**src/rtl/iob_ssd_scan_pkg.sv**
```systemverilog
// Shared definitions for the 4-digit seven-segment scan controller:
// FSM encoding, digit count, hex segment table and idle drive levels.
package iob_ssd_scan_pkg;

    typedef enum logic [1:0] {
        ST_IDLE  = 2'd0,
        ST_BLANK = 2'd1,
        ST_DRIVE = 2'd2
    } ssd_state_t;

    localparam int N_DIGITS = 4;

    localparam logic [7:0] CATHODE_OFF = 8'hFF;
    localparam logic [3:0] ANODE_OFF   = 4'hF;

    // Active-low {g,f,e,d,c,b,a} pattern for each hex nibble, index 0 first.
    localparam logic [6:0] SEG_TABLE [0:15] = '{
        7'h40, 7'h79, 7'h24, 7'h30, 7'h19, 7'h12, 7'h02, 7'h78,
        7'h00, 7'h10, 7'h08, 7'h03, 7'h46, 7'h21, 7'h06, 7'h0E
    };

endpackage

```
**src/rtl/iob_ssd_hex2seg.sv**
```systemverilog
// Combinational nibble + decimal point to active-low cathode decoder.
// Output layout is {dp,g,f,e,d,c,b,a}.
module iob_ssd_hex2seg
    import iob_ssd_scan_pkg::*;
(
    input  logic [3:0] nibble,
    input  logic       dp,
    output logic [7:0] cathode
);

    // Table lookup for segments; the decimal point is lit when dp is 1.
    always_comb begin
        cathode = {~dp, SEG_TABLE[nibble]};
    end

endmodule

```
**src/rtl/iob_ssd_scan.sv**
```systemverilog
// Autonomous scan controller for a 4-digit multiplexed seven-segment display.
// Each digit slot lasts REFRESH_DIV cycles: GHOST_CYC cycles of anode-off
// blanking (cathodes already show the new digit) followed by the drive phase.
// Data and decimal points are snapshotted at frame start so a frame never
// mixes old and new values. All outputs are registered.
// Optional feature macro: IOB_SSD_SCAN_LZB_EN enables leading-zero blanking.
module iob_ssd_scan
    import iob_ssd_scan_pkg::*;
#(
    parameter int REFRESH_DIV = 50000,
    parameter int GHOST_CYC   = 16
) (
    input  logic        clk,
    input  logic        arst_n,
    input  logic        en_i,
    input  logic [15:0] data_i,
    input  logic [3:0]  dp_i,
    output logic [7:0]  cathode_o,
    output logic [3:0]  anode_o,
    output logic [1:0]  digit_sel_o,
    output logic        frame_o
);

    localparam int CNT_W = (REFRESH_DIV > 1) ? $clog2(REFRESH_DIV) : 1;
    localparam logic [CNT_W-1:0] SLOT_LAST  = CNT_W'(REFRESH_DIV - 1);
    localparam logic [CNT_W-1:0] BLANK_LAST = CNT_W'((GHOST_CYC > 0) ? GHOST_CYC - 1 : 0);
    // With no blanking configured, every slot starts directly in DRIVE.
    localparam ssd_state_t SLOT_START = (GHOST_CYC == 0) ? ST_DRIVE : ST_BLANK;

    ssd_state_t       state, state_nxt;
    logic [CNT_W-1:0] cnt, cnt_nxt;
    logic [1:0]       digit, digit_nxt;
    logic [15:0]      shadow_data, shadow_data_nxt;
    logic [3:0]       shadow_dp, shadow_dp_nxt;
    logic             frame_nxt;

    logic [3:0]       nibble_nxt;
    logic             dp_nxt;
    logic [7:0]       seg_nxt;
    logic             suppress_nxt;
    logic [7:0]       cathode_nxt;
    logic [3:0]       anode_nxt;
    logic [1:0]       sel_nxt;

    // State, prescaler, digit counter and shadow registers.
    always_ff @(posedge clk or negedge arst_n) begin
        if (!arst_n) begin
            state       <= ST_IDLE;
            cnt         <= '0;
            digit       <= 2'd0;
            shadow_data <= 16'h0000;
            shadow_dp   <= 4'h0;
        end else begin
            state       <= state_nxt;
            cnt         <= cnt_nxt;
            digit       <= digit_nxt;
            shadow_data <= shadow_data_nxt;
            shadow_dp   <= shadow_dp_nxt;
        end
    end

    // Next-state logic: slot sequencing, digit advance and frame snapshot.
    always_comb begin
        state_nxt       = state;
        cnt_nxt         = cnt;
        digit_nxt       = digit;
        shadow_data_nxt = shadow_data;
        shadow_dp_nxt   = shadow_dp;
        frame_nxt       = 1'b0;
        if (!en_i) begin
            state_nxt = ST_IDLE;
            cnt_nxt   = '0;
            digit_nxt = 2'd0;
        end else begin
            case (state)
                ST_IDLE: begin
                    state_nxt       = SLOT_START;
                    cnt_nxt         = '0;
                    digit_nxt       = 2'd0;
                    shadow_data_nxt = data_i;
                    shadow_dp_nxt   = dp_i;
                end
                ST_BLANK: begin
                    cnt_nxt = cnt + 1'b1;
                    if (cnt == BLANK_LAST) state_nxt = ST_DRIVE;
                end
                ST_DRIVE: begin
                    if (cnt == SLOT_LAST) begin
                        cnt_nxt   = '0;
                        digit_nxt = digit + 2'd1;
                        state_nxt = SLOT_START;
                        if (digit == 2'(N_DIGITS - 1)) begin
                            shadow_data_nxt = data_i;
                            shadow_dp_nxt   = dp_i;
                            frame_nxt       = 1'b1;
                        end
                    end else begin
                        cnt_nxt = cnt + 1'b1;
                    end
                end
                default: state_nxt = ST_IDLE;
            endcase
        end
    end

    // Pick the nibble/dp the next cycle will display.
    always_comb begin
        nibble_nxt = shadow_data_nxt[{digit_nxt, 2'b00} +: 4];
        dp_nxt     = shadow_dp_nxt[digit_nxt];
    end

    iob_ssd_hex2seg u_hex2seg (
        .nibble  (nibble_nxt),
        .dp      (dp_nxt),
        .cathode (seg_nxt)
    );

`ifdef IOB_SSD_SCAN_LZB_EN
    // A digit is dark when it and every more significant nibble are zero.
    always_comb begin
        case (digit_nxt)
            2'd3:    suppress_nxt = (shadow_data_nxt[15:12] == 4'h0);
            2'd2:    suppress_nxt = (shadow_data_nxt[15:8]  == 8'h00);
            2'd1:    suppress_nxt = (shadow_data_nxt[15:4]  == 12'h000);
            default: suppress_nxt = 1'b0;
        endcase
    end
`else
    // Every digit is always driven.
    always_comb begin
        suppress_nxt = 1'b0;
    end
`endif

    // Output values that take effect on the same edge as the state change.
    always_comb begin
        cathode_nxt = CATHODE_OFF;
        anode_nxt   = ANODE_OFF;
        sel_nxt     = 2'd0;
        if (state_nxt != ST_IDLE) begin
            sel_nxt = digit_nxt;
            if (!suppress_nxt) begin
                cathode_nxt = seg_nxt;
                if (state_nxt == ST_DRIVE) anode_nxt = ~(4'b0001 << digit_nxt);
            end
        end
    end

    // Registered display outputs.
    always_ff @(posedge clk or negedge arst_n) begin
        if (!arst_n) begin
            cathode_o   <= CATHODE_OFF;
            anode_o     <= ANODE_OFF;
            digit_sel_o <= 2'd0;
            frame_o     <= 1'b0;
        end else begin
            cathode_o   <= cathode_nxt;
            anode_o     <= anode_nxt;
            digit_sel_o <= sel_nxt;
            frame_o     <= frame_nxt;
        end
    end

endmodule

```
**config.mk**
```make
export PLATFORM = sky130hd
export DESIGN_NAME = iob_ssd_scan
export DESIGN_NICKNAME = d
export VERILOG_FILES = /design/src/rtl/iob_ssd_scan_pkg.sv /design/src/rtl/iob_ssd_hex2seg.sv /design/src/rtl/iob_ssd_scan.sv
export SDC_FILE = /design/constraint.sdc
export NUM_CORES = 1
export LEC_CHECK = 0
export ABC_AREA = 0
export CORE_ASPECT_RATIO = 1.2
export CORE_UTILIZATION = 48
export DETAILED_ROUTE_END_ITERATION = 7
export PLACE_DENSITY_LB_ADDON = 0.25
export SYNTH_ARGS = -nofsm -noshare
export SYNTH_HDL_FRONTEND = slang
export SYNTH_HIERARCHICAL = 1
export SYNTH_SLANG_ARGS = --single-unit
```
**constraint.sdc**
```tcl
create_clock -name clk -period 6.8 [get_ports clk]
set_input_delay 2.04 -clock clk [delete_from_list [all_inputs] [get_ports clk]]
set_output_delay 2.04 -clock clk [all_outputs]
set_load 0.005 [all_outputs]
```
* Word-level counts from Yosys, hierarchy flattened
Memory sizes are Yosys's and may differ from the RTL's.
Cells that the tools add are included.
** Word-level totals
- Register bits :: 55
- ROM bits :: 112
- Input bits :: 23
- Output and inout port bits :: 15
- Logic and storage cells :: 58
- Memories kept :: 1
** Operators by class
- Add/subtract/negate cells :: 2
- Magnitude comparators :: 2
- Equality and inequality tests :: 7
- Shift-type cells :: 2
- Muxes and demuxes :: 30
- Bitwise gates (word level) :: 3
- Reduce and logical (&&, ||, !) cells :: 2
** Memory list
- (no name shown) :: depth 16, bits a word 7, rd ports 1, clocked after memory_dff 0, wr ports 0, line iob_ssd_hex2seg.sv:13 : cathode = {~dp, SEG_TABLE[nibble]};
** Operators with widths (count)
- 2-to-1 mux 16 bit :: 5
- case mux 16 bit (3 select lines) :: 1
- case mux 16 bit (2 select lines) :: 1
- 2-to-1 mux 4 bit :: 5
- adder 16 x 1 -> 16 bit (second input constant) :: 1
- == test 16 bit (second input constant) :: 1
- == test 16 x 4 -> 1 bit (second input constant) :: 1
- variable part select 16 x 5 -> 4 bit :: 1
- 2-to-1 mux 7 bit :: 2
- 2-to-1 mux 2 bit :: 6
- 2-to-1 mux 8 bit :: 1
- case mux 4 bit (2 select lines) :: 1
- == test 2 bit (second input constant) :: 3
- case mux 2 bit (3 select lines) :: 1
- >= comparator 5 bit (second input constant) :: 1
- 2-to-1 mux 1 bit :: 5
- NOT 4 -> 5 bit :: 1
- inequality test 4 x 1 -> 1 bit (second input constant) :: 1
- NOT 4 bit :: 1
- case mux 2 bit (2 select lines) :: 1
- left shift 1 x 2 -> 4 bit (first input constant) :: 1
- less-than comparator 2 x 3 -> 1 bit (second input constant) :: 1
- adder 2 x 1 -> 2 bit (second input constant) :: 1
- binary-select mux 1 bit (select 2 bit) :: 1
- 4 further kinds :: 4

* Longest topological paths before layout
- Depth in word-level cells :: 11
- Gate-level depth with buffers :: 16
- Depth with buffers taken out :: 14

* Cells and area by module
Netlist, hierarchy kept.
** By module, submodules not included
- iob_ssd_scan :: times used 1, cells each 258, area an instance 2688.8 sq um, sequential area each 1391.3 sq um
- iob_ssd_hex2seg :: times used 1, cells each 33, area an instance 279.0 sq um, sequential area each 0.0 sq um

* Least setup slack after synthesis
No wires, ideal clock.
- Path type :: input to register
- Start :: input en_i
- End :: register cathode_o[3]
- Setup time :: 88 ps
- Arrival :: 4569 ps
- Data required time :: 6712 ps
- Slack :: 2143 ps
- Stages :: 11
- Path buffers :: 1
- Path through :: nand3_1 > or2_1 > buf_6 > a32o_2 > mux2_2 > a221o_1 > inv_1 > ha_1 > inv_1 > mux4_1 > or3_1
** On the way
- Longest elaborated chain between the ends :: 7
- Elaborated cells on any way between the ends :: 10
- Classes of those cells :: 1 x shift; 6 x mux; 1 x bitwise; 1 x reduce/logical; 1 x memory
** Ends and longest elaborated chain
- start: declaration :: line iob_ssd_scan.sv:15 : input logic en_i,
- 2-to-1 mux 16 bit :: line iob_ssd_scan.sv:70 : if (!en_i) begin
- via shadow_data_nxt[8] :: line iob_ssd_scan.sv:33 : logic [15:0] shadow_data, shadow_data_nxt;
- variable part select 16 x 5 -> 4 bit :: line iob_ssd_scan.sv:108 : nibble_nxt = shadow_data_nxt[{digit_nxt, 2'b00} +: 4];
- via nibble_nxt[0] :: line iob_ssd_scan.sv:37 : logic [3:0] nibble_nxt;
- NOT 4 -> 5 bit (implied by the code) :: line iob_ssd_hex2seg.sv:13
- memory (16 x 7 bit)
- 2-to-1 mux 7 bit (implied by the code) (2 in series) :: line iob_ssd_hex2seg.sv:13
- via seg_nxt[3] :: line iob_ssd_scan.sv:39 : logic [7:0] seg_nxt;
- 2-to-1 mux 8 bit :: line iob_ssd_scan.sv:140 : if (state_nxt != ST_IDLE) begin
- via cathode_nxt[3] :: line iob_ssd_scan.sv:41 : logic [7:0] cathode_nxt;
- end signal: assignment :: line iob_ssd_scan.sv:157 : cathode_o <= cathode_nxt;
- end: declaration :: line iob_ssd_scan.sv:18 : output logic [7:0] cathode_o,
The timed path passes the listed nets, and every way through them passes these cells. The select of a mux whose other input is x is not followed.
A chain may end at the register's enable or synchronous reset.

* Worst setup path in the final report
- Start :: input en_i
- End :: register cathode_o[3]
** On the way
- Longest elaborated chain between the ends :: 7
- Elaborated cells on any way between the ends :: 10
- Classes of those cells :: 1 x shift; 6 x mux; 1 x bitwise; 1 x reduce/logical; 1 x memory
** Ends and longest elaborated chain (line)
- 2-to-1 mux 16 bit or 2-to-1 mux 2 bit (tied branches) :: iob_ssd_scan.sv:70
- variable part select 16 x 5 -> 4 bit (*) :: iob_ssd_scan.sv:108
- via nibble_nxt[0] :: iob_ssd_scan.sv:37
- NOT 4 -> 5 bit (implied by the code) (*) :: iob_ssd_hex2seg.sv:13
- memory (16 x 7 bit) (*)
- 2-to-1 mux 7 bit (implied by the code) (*) (2 in series) :: iob_ssd_hex2seg.sv:13
- via seg_nxt[3] :: iob_ssd_scan.sv:39
- 2-to-1 mux 8 bit (*) :: iob_ssd_scan.sv:140
- via cathode_nxt[3] :: iob_ssd_scan.sv:41
The timed path passes the listed nets; every way through them passes the cells marked *. The select of a mux whose other input is x is not followed.

==> results.json <==
{
  "ctsHtreeMaxLevel": 2,
  "fin_setup_tns_ns": 0,
  "crit_path_cell_trace": "clkdlybuf4s50_1 -> nand3_1 -> o21ai_2 -> a21oi_1 -> nor4_1 -> a221o_1 -> inv_1 -> ha_1 -> inv_1 -> mux4_1 -> or3_1",
  "yosysSeqAreaShare_pct": 46.9,
  "synthCells": 291,
  "io_buffer_count": 37,
  "cellPowerDensity_nw_per_um2": 197,
  "place_area_um2": 3370,
  "max-vdd-ir-drop_mv": 0.120,
  "clk_pin_slew_ns": 0.11,
  "status": "complete, no violations",
  "antennaDiodeCount": 0,
  "crit_top_cell": "inv_1",
  "ys_types": 53,
  "finClkSkew_ns": 0.0119,
  "grt_max_degree": 56,
  "hold_viol": 0,
  "r2r_start": "cnt[0]",
  "nets": 360,
  "hpwl_um": 4340,
  "power_mw": 0.684,
  "coreArea_um2": 6010,
  "postRouteAntennaNets": 0,
  "setup_viol_count_final": 0,
  "synth-edff-count": 0,
  "grt_usage_pct": 21.0,
  "critPathMaxStageDelay_ns": 0.71,
  "cap_viol_max_count": 0,
  "dieArea_um2": 6500,
  "start_util_pct": 49.4,
  "cp.arrival_ns": 5.74,
  "critical_path.reg2reg.endpoint": "cathode_o[3]",
  "synthesis.area_um2": 2970,
  "antenna_found_initial": 0,
  "endpoint": "cathode_o[3]",
  "grt_pass1_wl_um": 10500,
  "yosysWarnings": 6,
  "synth-async-reset-ratio_pct": 100,
  "overflow": 0,
  "cp_max_fo": 19,
  "startpoint_type": "primary input",
  "dp_slack_ns": 0.992,
  "cts_tree": "yes",
  "hold_path_class": "register to register",
  "clock-root-buffer": "clkbuf_8",
  "synth_nets": 327,
  "finalMaxSlewViolations": 0,
  "cellLeakagePower_nw": 1.51,
  "avgRoutedWirePerCell_um": 15.2,
  "layout_common_cells": "nor2_1 (49), dfrtp_1 (43), clkdlybuf4s50_1 (36)",
  "ys_ff_latch": 55,
  "maxSlewHeadroom_pct": 37.9,
  "clock-sinks": 55,
  "post_cts_buffers": 0,
  "drt_wl_total_um": 6170,
  "remaining_drc_errors": 0,
  "final_area_um2": 3460,
  "syn_to_final_growth_pct": 16.7,
  "die_x_um": 73.8,
  "cts_resized": 0,
  "fmax_ghz": 0.182,
  "grt_pass1_vias": 2237,
  "drt-vias-per-instance": 5.64,
  "cp-end-kind": "register",
  "insertion_delay_ns": 0.32,
  "crit_type": "primary input to register",
  "slowest_stage": "clkdlybuf4s50_1",
  "numCtsBuffers": 5,
  "fin_ws_ns": 1.31,
  "grt_setup_unrepaired": "false",
  "period_needed_ns": 5.49,
  "fp.dieH_um": 88.1,
  "synth_ff_type": "dfrtp_1",
  "period_share_pct": 80.8,
  "drt_pass1_iterations": 4,
  "required_ns": 7.05,
  "crit_start": "en_i",
  "worst-r2r-cell-count": 12,
  "cts_max_path_buffers": 2,
  "num_vias": 2294,
  "io_pins": 38,
  "max_slew.worst_pin.slew_ns": 0.925,
  "final_common_cell": "nor2_1",
  "first_iter_violations": 88,
  "avgSynthCellArea_um2": 10.2,
  "drive_gt1_share_pct": 14.5,
  "r2r_slack_ns": 2.85,
  "num_rows": 31,
  "cts_hold_buf": 0,
  "gp_congestion": 0.812
}
[cells in the mapped netlist, types with 2 or more instances]
library cell | instances | area [um^2]
xor2_1 | 7 | 61.3
clkbuf_1 | 5 | 18.8
a21oi_1 | 13 | 65.1
nor3_1 | 5 | 25.0
a22o_1 | 2 | 17.5
o21ai_0 | 9 | 45.0
dfstp_2 | 12 | 315
or3_1 | 9 | 56.3
nand2_1 | 13 | 48.8
nor4_1 | 8 | 50.1
nand4_1 | 5 | 31.3
nand3_1 | 11 | 55.1
inv_1 | 13 | 48.8
a221o_1 | 5 | 50.1
a21o_1 | 3 | 22.5
mux2_2 | 6 | 67.6
xnor2_1 | 3 | 26.3
ha_1 | 13 | 163
a32o_2 | 9 | 101
nor3b_1 | 2 | 15.0
nor2_1 | 49 | 184
buf_6 | 3 | 33.8
dfrtp_1 | 43 | 1080
buf_2 | 4 | 20.0
mux2i_1 | 5 | 50.1
and4_1 | 2 | 17.5
and3_1 | 5 | 31.3
o21ai_2 | 2 | 17.5
[sequential cells by signal (all words and copies together), names as in the netlist]
name and count:
anode_o 4, cathode_o 8, cnt 16, digit 2, digit_sel_o 2, frame_o 1
shadow_data 16, shadow_dp 4, state 2
[per-layer routing]
layer	global-route usage [%]	up-vias	part of all wire, %
li1	-	1113	-
met1	26.3	1125	44
met2	36.7	42	51
met3	2.76	14	2.4
met4	8.04	0	2.3
met5	0	-	0
[final cells by class]
| cell class | instances | area [um^2] |
|---|---|---|
| clock buffer | 5 | 68.8 |
| clock inverter | 3 | 23.8 |
| fill | 541 | 2550 |
| inverter | 13 | 48.8 |
| multi-input combinational | 210 | 1450 |
| sequential | 55 | 1390 |
| tap | 82 | 103 |
| timing repair buffer | 39 | 380 |
[worst min path at each step]
| stage | startpoint | endpoint | slack (ns) | depth (start not counted) |
|---|---|---|---|---|
| 2_1_floorplan | shadow_data[0] | shadow_data[0] | 0.44 | 1 |
| 3_3_place_gp | shadow_data[0] | shadow_data[0] | 0.46 | 1 |
| 3_5_place_dp | shadow_data[0] | shadow_data[0] | 0.47 | 1 |
| 4_1_cts | shadow_data[0] | shadow_data[0] | 0.49 | 1 |
| 5_1_grt | shadow_data[0] | shadow_data[0] | 0.52 | 1 |
| 6_report | shadow_data[0] | shadow_data[0] | 0.50 | 1 |
[kinds of logic (layout without fill, tap and decap cells)]
family                     Yosys count  after routing  synth area share, %
DFF                                 55             55                 46.9
buffers and inverters               26             60                 4.34
adders and majority gates           13             13                 5.48
AOI/OAI and AO/OA                   53             53                 13.5
muxes                               12             12                 4.85
xor gates and xnor gates            10             10                 2.95
and+or+nand+nor                    122            122                 22.0
[report_power, final]
part,leakage (nW),internal [mW],switching [mW],total [mW]
Sequential,0.689,0.356,0.00754,0.363
Clock,0.0477,0.0748,0.115,0.190
Combinational,0.778,0.0644,0.0660,0.130
Total,1.51,0.495,0.189,0.684
[per-stage QoR]
stage / instances / utilization, % / hold slack (ns)
after floorplan: 291 / - / 0.440
after global placement: 399 / 56.1 / 0.458
after detailed placement: 399 / 56.1 / 0.468
after CTS: 407 / 57.6 / 0.494
after global routing: 407 / 57.6 / 0.516
final: 407 / 57.6 / 0.497
[critical path, delay by kind of cell]
family                     cells  cell delay [ns]
AOI/OAI and AO/OA              3             1.15
buffers and inverters          3             0.89
adders and majority gates      1             0.30
muxes                          1             0.47
and+or+nand+nor                3             0.88
No activity file was read; power rests on OpenSTA's default activity.
